[config.mk]
export PLATFORM = sky130hd
export DESIGN_NAME = cdc_fifo_read_arbiter
export DESIGN_NICKNAME = d
export VERILOG_FILES = /design/src/rtl/cdc_fifo_pkg.sv /design/src/rtl/cdc_fifo_read_arbiter_rr_select.sv /design/src/rtl/cdc_fifo_read_arbiter.sv
export SDC_FILE = /design/constraint.sdc
export NUM_CORES = 1
export LEC_CHECK = 0
export CAP_MARGIN = 20
export CORE_MARGIN = 5
export CORE_UTILIZATION = 35
export CTS_CLUSTER_DIAMETER = 60
export DETAILED_ROUTE_END_ITERATION = 10
export PLACE_DENSITY = 0.69
export SYNTH_ARGS = -nofsm -noshare
export SYNTH_HDL_FRONTEND = slang
export SYNTH_SLANG_ARGS = --single-unit
[constraint.sdc]
create_clock -name clock -period 3.4 [get_ports clock]
set_input_delay 1.02 -clock clock [delete_from_list [all_inputs] [get_ports clock]]
set_output_delay 1.02 -clock clock [all_outputs]
set_load 0.02 [all_outputs]
[src/rtl/cdc_fifo_pkg.sv]
// Shared definitions for the CDC FIFO read-side blocks: arbiter state
// encoding, counter-width helper and the default FIFO word width.
package cdc_fifo_pkg;

  localparam int DEFAULT_DATA_WIDTH = 8;

  typedef logic [1:0] arb_state_t;

  localparam arb_state_t ST_IDLE  = 2'd0;
  localparam arb_state_t ST_BURST = 2'd1;
  localparam arb_state_t ST_DRAIN = 2'd2;

  // Bits needed to hold the values 0..n-1 (never less than one bit).
  function automatic int cnt_width(input int n);
    return (n <= 2) ? 1 : $clog2(n);
  endfunction

endpackage

[src/rtl/cdc_fifo_read_arbiter_rr_select.sv]
// Combinational picker: first asserted request at or after ptr, wrapping
// from NUM_REQ-1 back to 0. Returns a one-hot pick and its index.
module rr_select
  import cdc_fifo_pkg::*;
#(
  parameter int NUM_REQ = 4,
  localparam int IW = cnt_width(NUM_REQ)
) (
  input  logic [NUM_REQ-1:0] req,
  input  logic [IW-1:0]      ptr,
  output logic [NUM_REQ-1:0] pick,
  output logic [IW-1:0]      idx
);

  function automatic logic [IW-1:0] wrap_add(input logic [IW-1:0] p, input int k);
    int s;
    s = int'(p) + k;
    if (s >= NUM_REQ) s = s - NUM_REQ;
    return IW'(s);
  endfunction

  logic found;

  always_comb begin
    // NOTE: every output gets a default before the loop so no latch is inferred.
    pick  = '0;
    idx   = '0;
    found = 1'b0;
    for (int k = 0; k < NUM_REQ; k++) begin
      if (!found && req[wrap_add(ptr, k)]) begin
        found                  = 1'b1;
        pick[wrap_add(ptr, k)] = 1'b1;
        idx                    = wrap_add(ptr, k);
      end
    end
  end

endmodule

[src/rtl/cdc_fifo_read_arbiter.sv]
// Burst arbiter for the read port of one CDC FIFO (read-clock domain).
// Define CDC_RD_ARB_FIXED_PRIO_EN for lowest-index-wins selection instead of round-robin.
module cdc_fifo_read_arbiter
  import cdc_fifo_pkg::*;
#(
  parameter int NUM_REQ    = 4,
  parameter int DATA_WIDTH = DEFAULT_DATA_WIDTH,
  parameter int MAX_BURST  = 4
) (
  input  logic                  clock,
  input  logic                  reset,
  input  logic [NUM_REQ-1:0]    req,
  input  logic [NUM_REQ-1:0]    rd_ready,
  input  logic                  fifo_empty,
  input  logic [DATA_WIDTH-1:0] fifo_data,
  output logic                  fifo_increment,
  output logic [NUM_REQ-1:0]    grant,
  output logic [NUM_REQ-1:0]    rd_valid,
  output logic [DATA_WIDTH-1:0] rd_data,
  output logic                  busy
);

  localparam int IW = cnt_width(NUM_REQ);
  localparam int CW = cnt_width(MAX_BURST + 1);
  localparam logic [CW-1:0] MAX_CNT  = CW'(MAX_BURST);
  localparam logic [IW-1:0] LAST_IDX = IW'(NUM_REQ - 1);

  arb_state_t            state_q, state_d;
  logic [NUM_REQ-1:0]    grant_q, grant_d;
  logic [IW-1:0]         gidx_q, gidx_d;
  logic [CW-1:0]         burst_count_q, burst_count_d;
  logic [IW-1:0]         rr_ptr_q, rr_ptr_d;
  logic                  out_valid_q, out_valid_d;
  logic [DATA_WIDTH-1:0] rd_data_q, rd_data_d;

  logic [NUM_REQ-1:0] pick;
  logic [IW-1:0]      pick_idx;
  logic [IW-1:0]      sel_ptr;
  logic [IW-1:0]      next_ptr;
  logic               req_g, out_taken, burst_end, pop;

`ifdef CDC_RD_ARB_FIXED_PRIO_EN
  assign sel_ptr  = '0;
  assign next_ptr = '0;
`else
  assign sel_ptr  = rr_ptr_q;
  assign next_ptr = (gidx_q == LAST_IDX) ? '0 : gidx_q + 1'b1;
`endif

  rr_select #(.NUM_REQ(NUM_REQ)) u_rr_select (
    .req  (req),
    .ptr  (sel_ptr),
    .pick (pick),
    .idx  (pick_idx)
  );

  always_comb begin
    req_g     = req[gidx_q];
    out_taken = out_valid_q & rd_ready[gidx_q];
    burst_end = (burst_count_q == MAX_CNT) | !req_g | fifo_empty;
    pop       = (state_q == ST_BURST) & !fifo_empty & req_g &
                (burst_count_q < MAX_CNT) & (!out_valid_q | out_taken);

    state_d       = state_q;
    grant_d       = grant_q;
    gidx_d        = gidx_q;
    burst_count_d = burst_count_q;
    rr_ptr_d      = rr_ptr_q;
    out_valid_d   = out_valid_q;
    rd_data_d     = rd_data_q;

    // A pop overrides a consume so the register refills in the same cycle.
    if (pop) begin
      out_valid_d   = 1'b1;
      rd_data_d     = fifo_data;
      burst_count_d = burst_count_q + 1'b1;
    end else if (out_taken) begin
      out_valid_d = 1'b0;
    end

    unique case (state_q)
      ST_IDLE: begin
        if (|req && !fifo_empty) begin
          state_d       = ST_BURST;
          grant_d       = pick;
          gidx_d        = pick_idx;
          burst_count_d = '0;
        end
      end
      ST_BURST: begin
        if (burst_end) begin
          if (out_valid_d) begin
            state_d = ST_DRAIN;
          end else begin
            state_d  = ST_IDLE;
            grant_d  = '0;
            rr_ptr_d = next_ptr;
          end
        end
      end
      ST_DRAIN: begin
        if (out_taken) begin
          state_d  = ST_IDLE;
          grant_d  = '0;
          rr_ptr_d = next_ptr;
        end
      end
      default: begin
        state_d = ST_IDLE;
        grant_d = '0;
      end
    endcase
  end

  always_ff @(posedge clock or posedge reset) begin
    if (reset) begin
      state_q       <= ST_IDLE;
      grant_q       <= '0;
      gidx_q        <= '0;
      burst_count_q <= '0;
      rr_ptr_q      <= '0;
      out_valid_q   <= 1'b0;
      // NOTE: the data register is reset as well because rd_data must read zero after reset.
      rd_data_q     <= '0;
    end else begin
      // NOTE: non-blocking assignments so every flop samples pre-edge values.
      state_q       <= state_d;
      grant_q       <= grant_d;
      gidx_q        <= gidx_d;
      burst_count_q <= burst_count_d;
      rr_ptr_q      <= rr_ptr_d;
      out_valid_q   <= out_valid_d;
      rd_data_q     <= rd_data_d;
    end
  end

  assign fifo_increment = pop;
  assign grant          = grant_q;
  assign rd_valid       = {NUM_REQ{out_valid_q}} & grant_q;
  assign rd_data        = rd_data_q;
  assign busy           = (state_q != ST_IDLE);

endmodule

Word-level counts from Yosys, hierarchy flattened
Index checks and enable logic that the tools add are counted.
{"block": "op_classes", "add_sub_neg": 9, "multipliers": 0, "div_mod_pow": 0, "n_lt_le_gt_ge": 18, "eq_ne": 8, "n_shift": 0, "muxes": 59, "bitwise_logic": 12, "n_reduce_logical": 22}
{"cell": "$mux 2", "count": 20}
{"cell": "$mux 4", "count": 8}
{"cell": "$lt 2x3->1 const B", "count": 9}
{"cell": "$mux 1", "count": 15}
{"cell": "$bmux 1 s2", "count": 6}
{"cell": "$or 4x4->4", "count": 3}
{"cell": "$pmux 4 s3", "count": 1}
{"cell": "$ge 3x3->1 const B", "count": 3}
{"cell": "$mux 3", "count": 3}
{"cell": "$demux 1 s2", "count": 4}
{"cell": "$ge 2x1->1 const B", "count": 4}
{"cell": "$logic_and 1x1->1", "count": 8}
{"cell": "$ne 2x2->1 const B", "count": 4}
{"cell": "$reduce_and 4->1", "count": 2}
{"cell": "$sub 2x1->2 const B", "count": 4}
{"cell": "$add 2x2->3 const B", "count": 2}
{"cell": "$logic_not 1->1", "count": 6}
{"cell": "$pmux 2 s3", "count": 1}
{"cell": "$and 1x1->1", "count": 5}
{"cell": "$and 4x4->4", "count": 1}
{"cell": "$eq 2x2->1 const B", "count": 2}
{"cell": "$pmux 2 s2", "count": 1}
{"cell": "$reduce_bool 2->1", "count": 2}
{"cell": "$reduce_or 4->1", "count": 1}
{"cell": "11 further kinds", "count": 13}
{"block": "word_totals", "ff_bits": 22, "latchBits": 0, "mem_bits_rw": 0, "rom_bits": 0, "in_bits": 19, "out_inout_bits": 18, "memories": 0}

Depth between registers and ports, before layout
Gate-level depths: netlist (run 1).
{"block": "logic_depth", "depth_word": 22, "depth_mapped": 9}

By module
From an unflattened synthesis (run 1), not the netlist that was laid out.
{"block": "hier_totals", "hier_cells": 169, "area_unflattened_um2": 1580.3}
{"module": "cdc_fifo_read_arbiter", "n_inst": 1, "cells_per_inst": 104, "area_each_um2": 1091.0, "seq_area_each_um2": 550.5}
{"module": "rr_select", "n_inst": 1, "cells_per_inst": 65, "area_each_um2": 489.2, "seq_area_each_um2": 0.0}

Worst setup path before layout (run 1)
Ideal clock, no wire load.
{"block": "synth_path", "kind": "input -> output", "start": "in rd_ready[3]", "end": "out fifo_increment", "arrival_ns": 2.080, "setup_slack_ns": 0.300, "path_stages": 4, "path_buffers": 1, "cell_sequence": "mux4_2 > o21ai_2 > inv_4 > buf_6"}
{"block": "synth_via", "elab_chain_cells": 5}
{"element": "start: declaration", "line_no": "cdc_fifo_read_arbiter.sv:13", "text": "input logic [NUM_REQ-1:0] rd_ready,"}
{"element": "$bmux 1 s2", "line_no": "cdc_fifo_read_arbiter.sv:59", "text": "out_taken = out_valid_q & rd_ready[gidx_q];"}
{"element": "$mux 1 (implied by the code)", "line_no": "cdc_fifo_read_arbiter.sv:59"}
{"element": "$and 1x1->1", "line_no": "cdc_fifo_read_arbiter.sv:59"}
{"element": "$or 1x1->1", "line_no": "cdc_fifo_read_arbiter.sv:62", "text": "(burst_count_q < MAX_CNT) & (!out_valid_q | out_taken);"}
{"element": "$and 1x1->1", "line_no": "cdc_fifo_read_arbiter.sv:62"}
{"element": "end: declaration", "line_no": "cdc_fifo_read_arbiter.sv:16", "text": "output logic fifo_increment,"}
Every way passes these cells. The select of a mux whose other input is x is not followed.

Final worst setup path (run 1)
Ends and elaborated chain as after synthesis.

==> flow_summary.ini, run 1 <==
[cts]
numCtsBuffers = 3
cts-root-buf = clkbuf_8
post-cts-setup-buffers = 0
htreeDepth = 1
insertion_delay_ns = 0.27
clk_pin_slew_ns = 0.08
cts.path.max_buffers = 2
clock-sinks = 22
cts_tree = done

[finish]
fill_cells = 404
final_util = 0.479
diodes = 0
drive_above_1_share = 0.173
area_growth_pct = 32.3
multi_input_area_um2 = 921
seqCellArea_um2 = 551
nets = 232

[route]
wl_um = 3650
dr.pass1.iters = 4
via_per_inst = 5.31
ant_nets = 0
drc = 0
wire_per_inst_um = 14.4
drt_iter0_drc = 47
vias = 1348

[power]
p_comb_frac = 0.597
peakVddDrop_mv = 0.263
seqPwrFrac = 0.266
p_clk_frac = 0.136
p_switching_uw = 764
leakage_uw = 0.000950
p_per_area_mw_per_mm2 = 863
power_switching_share = 0.424
p_int_uw = 1040

[floorplan]
die_x_um = 77.1
core_mm2 = 0.00435
pin_count = 37
placementRows = 24
die_h_um = 77.1
dieArea_mm2 = 0.00595
initial_core_util = 0.362

[sta]
fin_crit_sh = 0.973
slew_headroom = 0.452
finalMaxSlewViolations = 0
skew_ns = 0.00290
setup_tns_ns = 0
fmax_mhz = 302
rsz0062_at_grt = no
layout_min_cycle_time_ns = 3.31
worst_slew_pin_slew_ns = 0.821
setup_viol_count_final = 0
hold_viol = 0

[logic_synthesis]
synthTopCellsByCount = nand2_1, dfrtp_1, nor2_1
synth_top_area_cell = dfrtp_1
syn_area_per_cell_um2 = 9.86
syn-num-nets = 189
synth_area_leaders = dfrtp_1, ha_1, nand2_1, mux4_2, buf_6
ys_async_sr_fraction = 1.00
synth.most_common_cell = nand2_1
synth-seq-cells = 22
synth.top_cell.area_share = 0.349
ys_seq_area_frac = 0.349
yosys.cell_types.count = 47
syn_area_mm2 = 0.00158
synth_edf_count = 0
yosysWarningCount = 0
synthFlopType = dfrtp_1
synth_cells = 160

[setup_path]
worstReg2RegStart = rr_ptr_q[1]
cp_max_fo = 2
r2r_end = grant[1]
worstPathArrival_ns = 2.29
end_kind = primary output
rrSetupSlack_ns = 0.75
worst-setup-path-type = in2out
crit_required_ns = 2.38
setup.worst_path.start_class = input port
reg2reg_depth = 7

[placed_design]
gp_congestion = 0.768
portBuffers = 36
dpl.hpwl_um = 2790

[global_route]
grt-ovfl-total = 0
grt_start_max_net_pins = 23
grt_pass1_vias = 1282
grt_pass1_wl_um = 6110
grt_usage = 0.123
grt_antenna_before_repair = 0

[hold_path]
hold_end = rd_data[2]
min_path_type = reg2reg
min_path_cells = 2
min_from = rd_data[2]

[flow_run]
cap_violations = 0

[status]
status = finished clean
## registers in the layout (all words and copies together) (netlist names)
register / count
burst_count_q: 3
gidx_q: 2
grant: 4
out_valid_q: 1
rd_data: 8
rr_ptr_q: 2
state_q: 2
## cell type report
class,count,area share
Clock buffer,3,0.0198
Tap cell,52,0.0312
Inverter,9,0.0174
Sequential cell,22,0.264
Multi-Input combinational cell,121,0.441
Timing Repair Buffer,46,0.212
Clock inverter,1,0.0144
## power groups by stage
stage | clock [uW] | sequential, uW | combinational [uW]
2_1_floorplan | 0 | 529 | 691
3_3_place_gp | 0 | 482 | 1050
3_5_place_dp | 0 | 489 | 1070
4_1_cts | 255 | 483 | 1080
5_1_grt | 264 | 500 | 1170
6_report | 246 | 479 | 1080
## layer usage
layer	vias to the layer above	wire length [um]	global-route usage
met1	644	1560	0.157
met3	7	226	0.0258
met5	-	0	0
met2	43	1780	0.196
li1	654	-	-
met4	0	85	0.0584
## critical path: stages
cell and delay (ns):
clkdlybuf4s50_1 0.39, mux4_2 0.50, o21ai_2 0.20, inv_4 0.04, buf_6 0.13
## layout by cell type, fill, tap and decap left out, types with 5 or more instances in the layout
master           instances
nor3_1                   7
a221oi_1                 6
nand2_1                 32
nor2_1                  11
clkdlybuf4s50_1         31
mux4_2                   5
buf_4                   10
inv_1                    7
dfrtp_1                 22
ha_1                    10
## metrics by stage
step           hold slack [ns]  std cells  worst slack (ns)  power, uW  cell area, um2
2_1_floorplan            0.530        160             0.300       1220            1580
3_3_place_gp             0.459        250            -0.407       1530            2010
3_5_place_dp             0.471        250            -0.427       1560            2010
4_1_cts                  0.492        254           0.00456       1820            2080
5_1_grt                  0.519        254            0.0355       1940            2090
6_report                 0.486        254            0.0929       1800            2090
## what timing repair did
item | 4_1_cts | 5_1_grt
endpoints found under the setup margin | 1 | 1
hold buffers | 0 | 0
hold endpoints to repair | 0 | 0
resized for setup | 7 | 3
gates cloned | 0 | 0
## logic make-up after synthesis
group,Yosys count,share of synthesized area
fa+ha+maj,10,0.0793
flops,22,0.349
simple gates,72,0.243
xor+xnor,1,0.00555
compound gates,29,0.157
mux,9,0.0991
buf+inv,17,0.0674
## how the worst max path moves through the flow
| stage | startpoint | cells past startpoint | slack, ns | end |
|---|---|---|---|---|
| after global routing | rd_ready[1] | 5 | 0.04 | fifo_increment |
| final | rd_ready[3] | 5 | 0.09 | fifo_increment |
| after floorplan | rd_ready[3] | 4 | 0.30 | fifo_increment |
| after global placement | req[2] | 6 | -0.41 | fifo_increment |
| after detailed placement | req[2] | 6 | -0.43 | fifo_increment |
| after CTS | req[1] | 6 | 0.005 | fifo_increment |
Power figures use the tool's default switching activity.
==> inputs of run 2 (changes only) <==
Settings changed: REMOVE_ABC_BUFFERS set to 1.
==> flow_summary.ini, run 2 (same netlist as run 1, synthesis figures left out) <==
[floorplan]
die_x_um = 77.1
initial_core_util = 0.362
core_mm2 = 0.00435
pin_count = 37
die_h_um = 77.1
dieArea_mm2 = 0.00595
placementRows = 24

[sta]
timing.hold.ws_ns = 0.479
finalMaxSlewViolations = 0
hold_viol = 0
setup_tns_ns = 0
layout_min_cycle_time_ns = 3.31
fmax_mhz = 302
rsz0062_at_grt = no
skew_ns = 0.00413
setup_viol_count_final = 0
slew_headroom = 0.457
worst_slew_pin_slew_ns = 0.814
fin_crit_sh = 0.974

[power]
leakage_uw = 0.000967
peakVddDrop_mv = 0.280
p_per_area_mw_per_mm2 = 851

[cts]
insertion_delay_ns = 0.26
clock-sinks = 22
cts.path.max_buffers = 2
cts_tree = done
cts-root-buf = clkbuf_8
htreeDepth = 1
clk_pin_slew_ns = 0.08
numCtsBuffers = 3

[route]
dr.pass1.iters = 4
vias = 1343
via_per_inst = 5.25
wl_um = 3390
drt_iter0_drc = 63
wire_per_inst_um = 13.3
ant_nets = 0
drc = 0

[finish]
multi_input_area_um2 = 921
fill_cells = 402
design_area_mm2 = 0.00211
nets = 234
layout_commonest_cell = nand2_1
most-common-layout-cells = nand2_1, clkdlybuf4s50_1, dfrtp_1
final_util = 0.484
area_growth_pct = 33.5
seqCellArea_um2 = 551
diodes = 0
finalNonFillerCells = 256
drive_above_1_share = 0.181
largest_reg_flops = 8

[hold_path]
hold_end = rd_data[1]
min_path_cells = 2
min_from = rd_data[1]
min_path_type = reg2reg

[setup_path]
worstReg2RegStart = rr_ptr_q[1]
setup.worst_path.start_class = input port
slowest_stage = mux4_2
path_buf_inv = 3
rrSetupSlack_ns = 0.74
crit_chain = clkdlybuf4s50_1 -> mux4_2 -> o21ai_2 -> inv_4 -> buf_6
crit_required_ns = 2.38
end_kind = primary output
worst-setup-path-type = in2out
worstPathArrival_ns = 2.29
r2r_end = grant[0]
cpLargestDelayFamily = buffers and inverters
reg2reg_depth = 7
cp_slowest_stage_delay_ns = 0.50
cp_max_fo = 2

[global_route]
grt_antenna_before_repair = 0
grt-ovfl-total = 0
grt_start_max_net_pins = 23
grt_usage = 0.115
grt_pass1_wl_um = 5730
grt_pass1_vias = 1279

[placed_design]
portBuffers = 36
dp_cells = 251
dpl.hpwl_um = 2680
placed_cell_area_mm2 = 0.00202
gp_congestion = 0.814

[status]
status = finished clean

[flow_run]
cap_violations = 0
## run 2: cell count changes in the layout (fill, tap and decap cells not counted), sizes merged
cell	change
buf	+2
dlygate4sd2	-1
dlymetal6s2s	+1
## run 2: through the flow
| stage | setup slack (ns) | total power (uW) |
|---|---|---|
| after floorplan | 0.374 | 1190 |
| after global placement | -0.405 | 1540 |
| after detailed placement | -0.412 | 1560 |
| after CTS | 0.00122 | 1810 |
| after global routing | 0.0400 | 1940 |
| final | 0.0883 | 1790 |
## run 2: power breakdown
group          internal, uW  leakage [uW]  total (uW)  switching [uW]
clock network           157     0.0000357         244            87.1
logic                   518      0.000649        1070             553
registers               370      0.000282         477             107
total                  1050      0.000967        1790             747
## run 2: area by class of cell
cell class / count / share of cell area
clock inverter: 1 / 0.0143
multi-input combinational: 121 / 0.437
sequential: 22 / 0.261
tap: 52 / 0.0309
inverter: 9 / 0.0172
clock buffer: 3 / 0.0196
timing repair buffer: 48 / 0.219
## run 2: timing repair
action / 4_1_cts / 5_1_grt
setup endpoints to repair: 1 / 1
hold buffers: 0 / 0
buffers inserted: 1 / 0
resized for setup: 6 / 4
## run 2: tightest hold or removal path, delay by kind of cell, from the launching register on
kind	cells	cell delay, ns
AND/OR/NAND/NOR	2	0.11
flip-flops	1	0.35
## run 2: how the worst max path moves through the flow
stage,start,endpoint,cells after the start
5_1_grt,rd_ready[0],fifo_increment,5
6_report,rd_ready[3],fifo_increment,5
3_5_place_dp,req[2],fifo_increment,6
4_1_cts,req[3],fifo_increment,6
3_3_place_gp,req[2],fifo_increment,6
2_1_floorplan,rd_ready[3],fifo_increment,3
## run 2: metal layers
metal / wire length (um) / global-route usage
met1: 1460 / 0.145
met2: 1730 / 0.199
met5: 0 / 0
met4: 37 / 0.0378
met3: 171 / 0.0152
==> inputs of run 3 (changes only) <==
Settings changed: SYNTH_HIERARCHICAL set to 1.
==> flow_summary.ini, run 3 <==
[status]
status = finished clean

[cts]
insertion_delay_ns = 0.26
cts.path.max_buffers = 2
cts_hold_repair.buffers = 0
htreeDepth = 1
cts-root-buf = clkbuf_8
clock-sinks = 22
cts_tree = done
clk_pin_slew_ns = 0.07
numCtsBuffers = 3

[hold_path]
min_from = rd_data[4]
min_path_cells = 2
hold_end = rd_data[4]
min_path_type = reg2reg

[sta]
fmax_mhz = 298
fin_crit_sh = 0.987
timing.hold.ws_ns = 0.477
rsz0062_at_grt = no
finalMaxSlewViolations = 0
slew_headroom = 0.441
setup_viol_count_final = 0
worst_slew_pin_slew_ns = 0.837
layout_min_cycle_time_ns = 3.36
skew_ns = 0.00234
hold_viol = 0
setup_tns_ns = 0

[power]
peakVddDrop_mv = 0.404
seqPwrFrac = 0.263
leakage_uw = 0.000968
p_comb_frac = 0.645
power_switching_share = 0.416
p_int_uw = 992
p_switching_uw = 706
p_clk_frac = 0.091
p_per_area_mw_per_mm2 = 813

[setup_path]
slowest_stage = mux4_2
rrSetupSlack_ns = 1.12
crit_chain = clkdlybuf4s50_1 -> mux4_2 -> o211ai_1 -> inv_1 -> buf_6
end_kind = primary output
cp_slowest_stage_delay_ns = 0.50
worst-setup-path-type = in2out
setup.worst_path.start_class = input port
reg2reg_depth = 8
crit_required_ns = 2.38
cp_max_fo = 2
worstReg2RegStart = rr_ptr_q[1]
worstPathArrival_ns = 2.34
path_buf_inv = 3
cpLargestDelayFamily = buffers and inverters
r2r_end = gidx_q[1]

[finish]
area_growth_pct = 32.1
most-common-layout-cells = nand2_1, clkdlybuf4s50_1, dfrtp_1
design_area_mm2 = 0.00209
diodes = 0
final_util = 0.480
fill_cells = 413
seqCellArea_um2 = 551
nets = 240
drive_above_1_share = 0.190
layout_commonest_cell = nand2_1
multi_input_area_um2 = 942
largest_reg_flops = 8

[logic_synthesis]
yosysWarningCount = 6
yosys.cell_types.count = 49
synth_cells = 169
syn_area_mm2 = 0.00158
syn_area_per_cell_um2 = 9.35
ys_seq_area_frac = 0.348
synth_edf_count = 0
synthFlopType = dfrtp_1
synth-seq-cells = 22
synth_area_leaders = dfrtp_1, nand2_1, mux4_2, ha_1, o21ai_0
ys_async_sr_fraction = 1.00
synth.top_cell.area_share = 0.348
synthTopCellsByCount = nand2_1, dfrtp_1, inv_1
synth_top_area_cell = dfrtp_1
synth.most_common_cell = nand2_1

[flow_run]
cap_violations = 0

[floorplan]
pin_count = 37
core_mm2 = 0.00435
placementRows = 24
initial_core_util = 0.363
die_x_um = 77.2
dieArea_mm2 = 0.00596
die_h_um = 77.2

[placed_design]
placed_cell_area_mm2 = 0.00205
portBuffers = 36
gp_congestion = 0.813
dpl.hpwl_um = 2750

[route]
via_per_inst = 5.07
vias = 1334
drc = 0
drt_iter0_drc = 41
dr.pass1.iters = 4
wl_um = 3520
wire_per_inst_um = 13.4
ant_nets = 0

[global_route]
grt_pass1_wl_um = 6000
grt_antenna_before_repair = 0
grt_start_max_net_pins = 23
grt_pass1_vias = 1264
grt-ovfl-total = 0
grt_usage = 0.120
-- run 3: what timing repair did --
item                                    CTS  global route
endpoints found under the setup margin    1             1
resized for setup                        10             2
buffers inserted                          0             0
pin swaps                                 1             0
-- run 3: cell type report --
| cell class | count | share of cell area |
|---|---|---|
| tap | 52 | 0.0312 |
| sequential | 22 | 0.264 |
| multi-input combinational | 128 | 0.451 |
| clock buffer | 3 | 0.0198 |
| timing repair buffer | 48 | 0.216 |
| inverter | 10 | 0.0180 |
-- run 3: power groups by stage --
stage          registers (uW)  logic (uW)  clock network [uW]
5_1_grt                   465        1210                 176
2_1_floorplan             549         638                   0
4_1_cts                   449        1100                 166
3_3_place_gp              452        1080                   0
3_5_place_dp              454        1100                   0
6_report                  447        1100                 155
-- run 3: worst max-delay path by stage --
stage,depth (start not counted),start,endpoint,slack [ns]
global route,5,req[0],fifo_increment,0.005
global placement,5,rd_ready[3],fifo_increment,-0.45
CTS,5,req[3],fifo_increment,0.02
detailed placement,5,rd_ready[3],fifo_increment,-0.45
finish,5,req[2],fifo_increment,0.04
floorplan,3,rd_ready[3],fifo_increment,-0.01
-- run 3: routing by layer --
metal  wire (um)  part of all wire  vias to the layer above  global-route usage
li1            -                 -                      681                   -
met1        1640              0.47                      621               0.157
met2        1700              0.48                       26               0.202
met3         141             0.040                        6              0.0246
met4          40             0.011                        0              0.0309
met5           0                 0                        -                   0
-- run 3: metrics by stage --
stage	setup WS, ns	std cells	power, uW
3_3_place_gp	-0.449	260	1540
4_1_cts	0.0231	263	1720
6_report	0.0434	263	1700
5_1_grt	0.00493	263	1850
2_1_floorplan	-0.0129	160	1190
3_5_place_dp	-0.451	260	1550
-- run 3: worst reg2reg max path: stages (launching register included) --
cell     delay [ns]
dfrtp_1        0.33
buf_4          0.19
inv_1          0.09
ha_1           0.41
mux4_2         0.40
or2_4          0.29
a21oi_1        0.14
a31oi_1        0.05
mux2_2         0.26
-- run 3: cells by family after synthesis --
family | count (synthesis) | share of synthesized area
AO/OA/AOI/OAI | 38 | 0.188
XOR/XNOR | 1 | 0.00554
adder cells (fa/ha/maj) | 8 | 0.0633
buffers and inverters | 19 | 0.0554
flip-flops | 22 | 0.348
multiplexers | 9 | 0.0982
AND/OR/NAND/NOR | 72 | 0.241
